==> config.mk <==
export PLATFORM = sky130hd
export DESIGN_NAME = topk_sorted_cam
export DESIGN_NICKNAME = d
export VERILOG_FILES = /design/src/rtl/topk_sorted_cam.sv
export SDC_FILE = /design/constraint.sdc
export NUM_CORES = 2
export LEC_CHECK = 0
export CORE_ASPECT_RATIO = 2
export CORE_MARGIN = 2
export CORE_UTILIZATION = 25
export CTS_CLUSTER_DIAMETER = 120
export DETAILED_ROUTE_END_ITERATION = 8
export DONT_BUFFER_PORTS = 1
export PLACE_DENSITY = 0.5
export SYNTH_ARGS = -nofsm -noshare
export SYNTH_HDL_FRONTEND = slang
export SYNTH_SLANG_ARGS = --single-unit
==> constraint.sdc <==
create_clock -name clk -period 11.7 [get_ports clk]
set_input_delay 2.925 -clock clk [delete_from_list [all_inputs] [get_ports clk]]
set_output_delay 2.925 -clock clk [all_outputs]
set_load 0.01 [all_outputs]
==> src/rtl/topk_sorted_cam.sv <==
// Top-K heavy-hitter table: keeps the NUM_ENTRY largest (addr, count) estimates sorted by count,
// updated in place each cycle, with a sequential dump port for host readout.
module topk_sorted_cam #(
    parameter int NUM_ENTRY = 8,
    parameter int ADDR_SIZE = 22,
    parameter int CNT_SIZE  = 32
) (
    input  logic                           clk,
    input  logic                           rst_n,
    input  logic                           query_rst_n,
    input  logic                           in_valid,
    input  logic [ADDR_SIZE-1:0]           in_addr,
    input  logic [CNT_SIZE-1:0]            in_cnt,
    input  logic                           rd_start,
    output logic                           rd_valid,
    output logic                           rd_entry_vld,
    output logic [ADDR_SIZE-1:0]           rd_addr,
    output logic [CNT_SIZE-1:0]            rd_cnt,
    output logic                           rd_last,
    output logic                           busy,
    output logic [$clog2(NUM_ENTRY+1)-1:0] occupancy,
    output logic [CNT_SIZE-1:0]            thr_cnt,
    output logic [15:0]                    drop_cnt
);
    localparam int PW = $clog2(NUM_ENTRY + 1);
    localparam int IW = $clog2(NUM_ENTRY);

    typedef enum logic {IDLE, DUMP} state_t;

    function automatic logic [15:0] sat_inc16(input logic [15:0] v);
        return (v == 16'hFFFF) ? v : v + 16'd1;
    endfunction

    state_t                state_q;
    logic [IW-1:0]         idx_q;
    logic [15:0]           drop_q;
    logic                  rd_valid_q, rd_entry_vld_q, rd_last_q;
    logic [ADDR_SIZE-1:0]  rd_addr_q;
    logic [CNT_SIZE-1:0]   rd_cnt_q;

    logic [NUM_ENTRY-1:0]  vld_q, vld_d;
    logic [ADDR_SIZE-1:0]  addr_q [NUM_ENTRY];
    logic [ADDR_SIZE-1:0]  addr_d [NUM_ENTRY];
    logic [CNT_SIZE-1:0]   cnt_q  [NUM_ENTRY];
    logic [CNT_SIZE-1:0]   cnt_d  [NUM_ENTRY];

    logic                  est, accept, upd, hit;
    logic [PW-1:0]         p, occ;
    logic [IW-1:0]         m, idx_nxt;

    // Table update: because the table stays sorted, the slots with cnt >= in_cnt form a prefix,
    // so their population count is the insertion point for both a hit-with-increase and a miss.
    always_comb begin
        est     = in_valid && (in_cnt != '0);
        accept  = est && (state_q == IDLE);
        idx_nxt = idx_q + 1'b1;
        p       = '0;
        occ     = '0;
        hit     = 1'b0;
        m       = '0;
        for (int i = 0; i < NUM_ENTRY; i++) begin
            occ = occ + PW'(vld_q[i]);
            if (vld_q[i] && (cnt_q[i] >= in_cnt)) p = p + 1'b1;
            if (vld_q[i] && (addr_q[i] == in_addr)) begin
                hit = 1'b1;
                m   = IW'(i);
            end
        end
        upd    = accept && (hit ? (in_cnt > cnt_q[m]) : (p < PW'(NUM_ENTRY)));
        vld_d  = vld_q;
        addr_d = addr_q;
        cnt_d  = cnt_q;
        if (upd) begin
            for (int i = 1; i < NUM_ENTRY; i++) begin
                if ((PW'(i) > p) && (!hit || (IW'(i) <= m))) begin
                    vld_d[i]  = vld_q[i-1];
                    addr_d[i] = addr_q[i-1];
                    cnt_d[i]  = cnt_q[i-1];
                end
            end
            for (int i = 0; i < NUM_ENTRY; i++) begin
                if (PW'(i) == p) begin
                    vld_d[i]  = 1'b1;
                    addr_d[i] = in_addr;
                    cnt_d[i]  = in_cnt;
                end
            end
        end
    end

    always_ff @(posedge clk or negedge rst_n) begin
        if (!rst_n)            vld_q <= '0;
        else if (!query_rst_n) vld_q <= '0;
        else                   vld_q <= vld_d;
    end

    // Payload is qualified by vld_q everywhere it is observed, so it carries no reset.
    always_ff @(posedge clk) begin
        for (int i = 0; i < NUM_ENTRY; i++) begin
            addr_q[i] <= addr_d[i];
            cnt_q[i]  <= cnt_d[i];
        end
    end

    // Dump sequencer; the first beat reads the post-update table so a same-edge estimate is included.
    always_ff @(posedge clk or negedge rst_n) begin
        if (!rst_n) begin
            state_q        <= IDLE;
            idx_q          <= '0;
            drop_q         <= '0;
            rd_valid_q     <= 1'b0;
            rd_entry_vld_q <= 1'b0;
            rd_addr_q      <= '0;
            rd_cnt_q       <= '0;
            rd_last_q      <= 1'b0;
        end else if (!query_rst_n) begin
            state_q        <= IDLE;
            idx_q          <= '0;
            drop_q         <= '0;
            rd_valid_q     <= 1'b0;
            rd_entry_vld_q <= 1'b0;
            rd_addr_q      <= '0;
            rd_cnt_q       <= '0;
            rd_last_q      <= 1'b0;
        end else begin
            if ((state_q == DUMP) && est) drop_q <= sat_inc16(drop_q);
            case (state_q)
                IDLE: begin
                    if (rd_start) begin
                        state_q        <= DUMP;
                        idx_q          <= '0;
                        rd_valid_q     <= 1'b1;
                        rd_entry_vld_q <= vld_d[0];
                        rd_addr_q      <= vld_d[0] ? addr_d[0] : '0;
                        rd_cnt_q       <= vld_d[0] ? cnt_d[0] : '0;
                        rd_last_q      <= 1'b0;
                    end
                end
                DUMP: begin
                    if (idx_q == IW'(NUM_ENTRY - 1)) begin
                        state_q        <= IDLE;
                        rd_valid_q     <= 1'b0;
                        rd_entry_vld_q <= 1'b0;
                        rd_addr_q      <= '0;
                        rd_cnt_q       <= '0;
                        rd_last_q      <= 1'b0;
                    end else begin
                        idx_q          <= idx_nxt;
                        rd_entry_vld_q <= vld_q[idx_nxt];
                        rd_addr_q      <= vld_q[idx_nxt] ? addr_q[idx_nxt] : '0;
                        rd_cnt_q       <= vld_q[idx_nxt] ? cnt_q[idx_nxt] : '0;
                        rd_last_q      <= (idx_nxt == IW'(NUM_ENTRY - 1));
                    end
                end
                default: state_q <= IDLE;
            endcase
        end
    end

    assign rd_valid     = rd_valid_q;
    assign rd_entry_vld = rd_entry_vld_q;
    assign rd_addr      = rd_addr_q;
    assign rd_cnt       = rd_cnt_q;
    assign rd_last      = rd_last_q;
    assign busy         = (state_q == DUMP);
    assign occupancy    = occ;
    assign thr_cnt      = vld_q[NUM_ENTRY-1] ? cnt_q[NUM_ENTRY-1] : '0;
    assign drop_cnt     = drop_q;
endmodule
# ---- Word level (Yosys, flattened, before mapping)
# Cells that the tools add are included.
dict set report totals {
  reg_bits 517
  inputBits 59
  out_inout_bits 110
  word_cells 290
}
dict set report classes {
  n_addsub 16
  magnitude_cmp 27
  eq_ne 31
  n_mux 120
  bitwise 3
  n_reduce_logical 61
}
# cell count
set ops {}
lappend ops {{32-bit two-way mux} 25}
lappend ops {{22-bit two-way mux} 22}
lappend ops {{32-bit >= comparator} 8}
lappend ops {{256-bit two-way mux} 1}
lappend ops {{32-bit binary-select mux with 3-bit select} 2}
lappend ops {{22-bit equality test} 8}
lappend ops {{176-bit two-way mux} 1}
lappend ops {{22-bit binary-select mux with 3-bit select} 1}
lappend ops {{32-bit case mux with 2 select lines} 1}
lappend ops {{16-bit two-way mux} 3}
lappend ops {{22-bit case mux with 2 select lines} 1}
lappend ops {{1-bit two-way mux} 39}
lappend ops {{2-bit AND reduction} 17}
lappend ops {{32-bit greater-than comparator} 1}
lappend ops {{32-bit nonzero test} 1}
lappend ops {{4-bit by 1-bit adder with 4-bit output (second input constant)} 7}
lappend ops {{4-bit two-way mux} 7}
lappend ops {{1-bit logical AND} 27}
lappend ops {{3-bit two-way mux} 9}
lappend ops {{3-bit by 1-bit != test with 1-bit output (second input constant)} 7}
lappend ops {{16-bit by 1-bit adder with 16-bit output (second input constant)} 1}
lappend ops {{4-bit by 1-bit adder with 4-bit output} 4}
lappend ops {{16-bit equality test (second input constant)} 1}
lappend ops {{3-bit by 4-bit equality test with 1-bit output (first input constant)} 4}
lappend ops {{other kinds (30)} 60}

# ---- Logic depth before layout (Yosys ltp)
dict set report logic_depth {
  depth_word 26
  mapped_depth 44
  mapped_depth_nobuf 41
}

# ---- Worst setup path before layout
# Ideal clock, no wire load.
dict set report synth_timing {
  kind {input to register}
  from {input in_cnt[1]}
  to {register vld_q[1]}
  setup_time_ns 0.347
  arrival_ns 13.594
  required_ns 11.353
  setup_slack_ns -2.240
  path_stages 41
  path_buffers 2
  cell_sequence {clkbuf_1 > inv_1 > ha_1 > a21o_1 > a21o_1 > a21o_1 > a21o_1 > a21o_1 > a21o_1 > a21o_1 > a21oi_1 > o21ai_0 > a21oi_1 > nor3_1 > a211o_1 > ha_1 > nor3_1 > nor2_1 > [5 not listed] > mux2i_1 > a21oi_1 > inv_1 > ha_1 > inv_1 > nand2b_1 > a21boi_0 > ha_1 > inv_1 > a31o_2 > xor2_1 > xnor2_1 > nand4_1 > nand3_1 > or3b_1 > clkbuf_1 > nor3_1 > a211oi_1}
}
dict set report synth_via {
  elab_chain_len 22
  word_cells_on_any_way 47
  cone_classes {7 x add/sub; 11 x order compare; 3 x eq/ne; 12 x mux; 14 x reduce/logical}
}
# item line_no
set synth_lines {}
lappend synth_lines {{from (decl)} 13} ;# input logic [CNT_SIZE-1:0] in_cnt,
lappend synth_lines {{32-bit >= comparator} 63} ;# if (vld_q[i] && (cnt_q[i] >= in_cnt)) p = p + 1'b1;
lappend synth_lines {{1-bit logical AND} 63}
lappend synth_lines {{1-bit two-way mux} 63}
lappend synth_lines {{4-bit by 1-bit adder with 4-bit output} 63}
lappend synth_lines {{4-bit two-way mux} 63}
lappend synth_lines {{4-bit by 1-bit adder with 4-bit output} 63}
lappend synth_lines {{4-bit two-way mux} 63}
lappend synth_lines {{4-bit by 1-bit adder with 4-bit output} 63}
lappend synth_lines {{[6 not listed]} -}
lappend synth_lines {{4-bit two-way mux} 63}
lappend synth_lines {{4-bit by 1-bit adder with 4-bit output} 63}
lappend synth_lines {{4-bit two-way mux} 63}
lappend synth_lines {{4-bit < comparator} 69} ;# upd = accept && (hit ? (in_cnt > cnt_q[m]) : (p < PW'(NUM_ENTRY)));
lappend synth_lines {{1-bit two-way mux} 69}
lappend synth_lines {{1-bit logical AND} 69}
lappend synth_lines {{2-bit by 1-bit != test with 1-bit output (no source line)} -}
lappend synth_lines {{2-bit AND reduction (no source line)} -}
lappend synth_lines {{to (signal assigned)} 94} ;# else vld_q <= vld_d;
lappend synth_lines {{to (decl)} 41} ;# logic [NUM_ENTRY-1:0] vld_q, vld_d;
# Parallel ways exist; a longest one is shown, timed or not. The select of a mux whose other input is x is not followed.
# A chain may end at the register's enable or synchronous reset.

# ---- Worst setup path after layout
dict set report layout_timing {
  from {input in_cnt[1]}
  to {register cnt_q[124] (netlist name), data pin}
}
dict set report layout_via {
  elab_chain_len 19
  word_cells_on_any_way 33
  cone_classes {7 x add/sub; 8 x order compare; 1 x eq/ne; 9 x mux; 8 x reduce/logical}
}
# item line_no
set layout_lines {}
lappend layout_lines {{32-bit >= comparator} 63}
lappend layout_lines {{1-bit logical AND} 63}
lappend layout_lines {{1-bit two-way mux} 63}
lappend layout_lines {{4-bit by 1-bit adder with 4-bit output} 63}
lappend layout_lines {{4-bit two-way mux} 63}
lappend layout_lines {{4-bit by 1-bit adder with 4-bit output} 63}
lappend layout_lines {{4-bit two-way mux} 63}
lappend layout_lines {{4-bit by 1-bit adder with 4-bit output} 63}
lappend layout_lines {{[3 not listed]} -}
lappend layout_lines {{4-bit by 1-bit adder with 4-bit output} 63}
lappend layout_lines {{4-bit two-way mux} 63}
lappend layout_lines {{4-bit by 1-bit adder with 4-bit output} 63}
lappend layout_lines {{4-bit two-way mux} 63}
lappend layout_lines {{4-bit by 1-bit adder with 4-bit output} 63}
lappend layout_lines {{4-bit two-way mux *} 63}
lappend layout_lines {{3-bit by 4-bit equality test with 1-bit output *} 82} ;# if (PW'(i) == p) begin
lappend layout_lines {{32-bit two-way mux *} 82}
lappend layout_lines {{to (signal, indexed assignment)} 101} ;# cnt_q[i] <= cnt_d[i];
lappend layout_lines {{to (decl)} 44} ;# logic [CNT_SIZE-1:0] cnt_q [NUM_ENTRY];
# Every way passes the cells marked *; elsewhere a longest branch is shown, timed or not.

==> metrics <==
Seq/Total Area, Yosys=0.382; worst hold path type=reg -> reg; largest net degree at the start of global routing=86; predominant post-synthesis flop cell=edfxtp_1; Crit. End Element=register; num rows=a little over 200; synth top area cells=edfxtp_1, ha_1, mux2_2; syn nets=3782; wirelength, routed=154000 um; vias in the first global route=29400; worst path arrival time=roughly 11000 ps; final period utilization=0.930; Synth async-reset ratio=0.164; GR Util All Layers=0.195; CTS Buf Count=between 50 and 60; drt first-iter violations=between 1500 and 2000; final hold violation count=0; routability cong.=roughly 0.93; synthesized area=roughly 38000 sq um; Worst-path clk slew=approximately 70 ps; PwrDens=~250 nW/um^2; die height=approximately 560 um; dpl ws=roughly 240 ps; Required @ worst endpoint=around 12000 ps; status=complete, no violations; top post-synthesis cells by count=edfxtp_1, ha_1, mux2_2; final net count=between 3000 and 4000; grt ovf=0; Layout Cells excl Fill=approximately 5300; routed length per instance=roughly 29 um; Crit Path Class=in -> reg; die area=approximately 160000 sq um; most used cell, CP=a21o_1; Routed Antenna Nets=0; share of cells above drive strength 1=0.204; Starting Density=0.251; Setup violations, final=0; H-tree levels=2; Filler cells=15600; critical path launch point type=input port; top cell type's share of synthesized area=0.298; Worst VDD drop=0.209 mV; Boundary Pins=approximately 170; routed vias/inst=5.35; worst hold slack=around 530 ps; first-pass GRT wire length=218000 um; post-CTS setup buffers=0; 1st-pass router iterations=7; hold-critical path depth=2; Slowest Stage Delay on Critical Path=400 ps; R2R depth=41; drt drc=0; minimum clock period=approximately 11000 ps; cell taking the most area after synthesis=edfxtp_1; syn avg cell area=11.1 sq um; vias=between 20000 and 30000; Port Buffers=0; chip width=approximately 280 um; post-DP HPWL=about 120000 um; RSZ-0062 raised after global routing=false; Root Buffer=clkbuf_16; Max-slew headroom=0.203; count of final max-slew check failures=0; CTS Buffer Depth=3; total of max-cap violations=0; core area=roughly 150000 sq um; hold_buf cts=0; synth unique cells=91; Worst-Skew Late Latency=approximately 700 ps; Slew @ Worst Pin=around 1200 ps; Ys Warns=0; Core Util, Final=0.281; P_leak=16.3 nW; synthesized flop and latch total=a little over 500; CTS sink count=between 500 and 600; number of synthesized flops with an enable pin=378; initial antenna violation count=8; Resize count post-CTS=0; most frequent cell after synthesis=edfxtp_1; Worst path slowest cell=a21oi_1; post-synthesis cell count=3417; area growth from synthesis to layout=11.6%; CP max FO=42; final clock skew=just under 60 ps; Max Clock Freq=91.9 MHz; TritonCTS clock tree=done; dpl cells=5205; slack of the critical path=about 820 ps
[where the power goes]
group / switching (mW) / internal (mW)
Clock: 0.853 / 0.980
Sequential: 0.926 / 2.98
Combinational: 2.50 / 2.23
Total: 4.28 / 6.18
[stage by stage]
| stage | total power, mW | setup TNS, ps | area (sq um) |
|---|---|---|---|
| floorplan | 6.81 | -140270 | 38100 |
| global placement | 8.57 | -0.215 | 40700 |
| detailed placement | 8.66 | 0 | 40700 |
| CTS | 10.5 | 0 | 42500 |
| global route | 11.0 | 0 | 42500 |
| finish | 10.5 | 0 | 42500 |
[cell usage in the layout, fill, tap and decap left out, types with 8 or more instances in the layout]
| master | count |
|---|---|
| a211oi_1 | 107 |
| a21o_1 | 43 |
| a21oi_1 | 217 |
| and2_1 | 38 |
| and3_1 | 8 |
| and4_1 | 8 |
| buf_12 | 31 |
| buf_4 | 74 |
| clkbuf_1 | 10 |
| clkbuf_16 | 57 |
| clkinv_2 | 10 |
| dfrtp_1 | 83 |
| dfxtp_1 | 54 |
| edfxtp_1 | 378 |
| ha_1 | 300 |
| inv_1 | 90 |
| mux2_1 | 9 |
| mux2_2 | 234 |
| mux2_4 | 98 |
| mux2i_1 | 124 |
| mux4_2 | 110 |
| nand2_1 | 176 |
| nand2b_1 | 19 |
| nand3_1 | 120 |
| nand4_1 | 68 |
| nor2_1 | 144 |
| nor2b_1 | 75 |
| nor3_1 | 18 |
| nor4_1 | 43 |
| o211ai_1 | 42 |
| o21a_1 | 10 |
| o21ai_0 | 146 |
| o21ai_1 | 8 |
| o221ai_1 | 23 |
| or3_1 | 11 |
| or3b_2 | 14 |
| xnor2_1 | 90 |
| xor2_1 | 111 |
[worst paths after layout]
| check | to | slack [ps] | from |
|---|---|---|---|
| max | cnt_q[124] | 820 | in_cnt[1] |
| min in group asynchronous | rd_cnt[20] | 1950 | rst_n |
| min | addr_q[154] | 530 | addr_q[154] |
| min reg2reg | addr_q[154] | 530 | addr_q[154] |
| max reg2reg | cnt_q[124] | 2680 | cnt_q[192] |
| max in group asynchronous | rd_cnt[2] | 9420 | rst_n |
[cells by family after synthesis]
logic type      synth area share
compound gates             0.113
xor+xnor                  0.0487
fa+ha+maj                  0.101
buf+inv                   0.0389
flops                      0.382
mux                        0.208
simple gates               0.108
[per-layer routing]
metal	global-route usage	vias to the layer above	part of all wire
met3	0.0384	330	0.058
met2	0.370	902	0.54
li1	-	12800	-
met5	0	-	0
met1	0.189	14400	0.33
met4	0.127	0	0.073
[flip-flops by register name, summed over array words and instances, names as in the netlist]
| signal | count |
|---|---|
| cnt_q | 256 |
| idx_q | 3 |
| busy | 1 |
| vld_q | 8 |
| rd_cnt | 32 |
| rd_valid | 1 |
| drop_cnt | 16 |
| addr_q | 176 |
| rd_last | 1 |
| rd_addr | 22 |
| rd_entry_vld | 1 |
[critical path: cells and delay by family]
family,cells,cell delay [ps]
AOI/OAI and AO/OA,16,3540
and+or+nand+nor,8,1290
adders and majority gates,6,1710
muxes,2,460
buffers and inverters,7,810
xor gates and xnor gates,2,500
[cell type report]
class	count	area, sq um	area share
multi-input cells	2554	22200	0.522
flip-flops and latches	517	14600	0.343
well taps	1938	2420	0.0571
clock buffers	73	1550	0.0364
repair buffers	105	1180	0.0277
inverters	91	342	0.00804
clock inverters	25	243	0.00571
diodes	3	7.51	0.000177
Power figures use the tool's default switching activity.
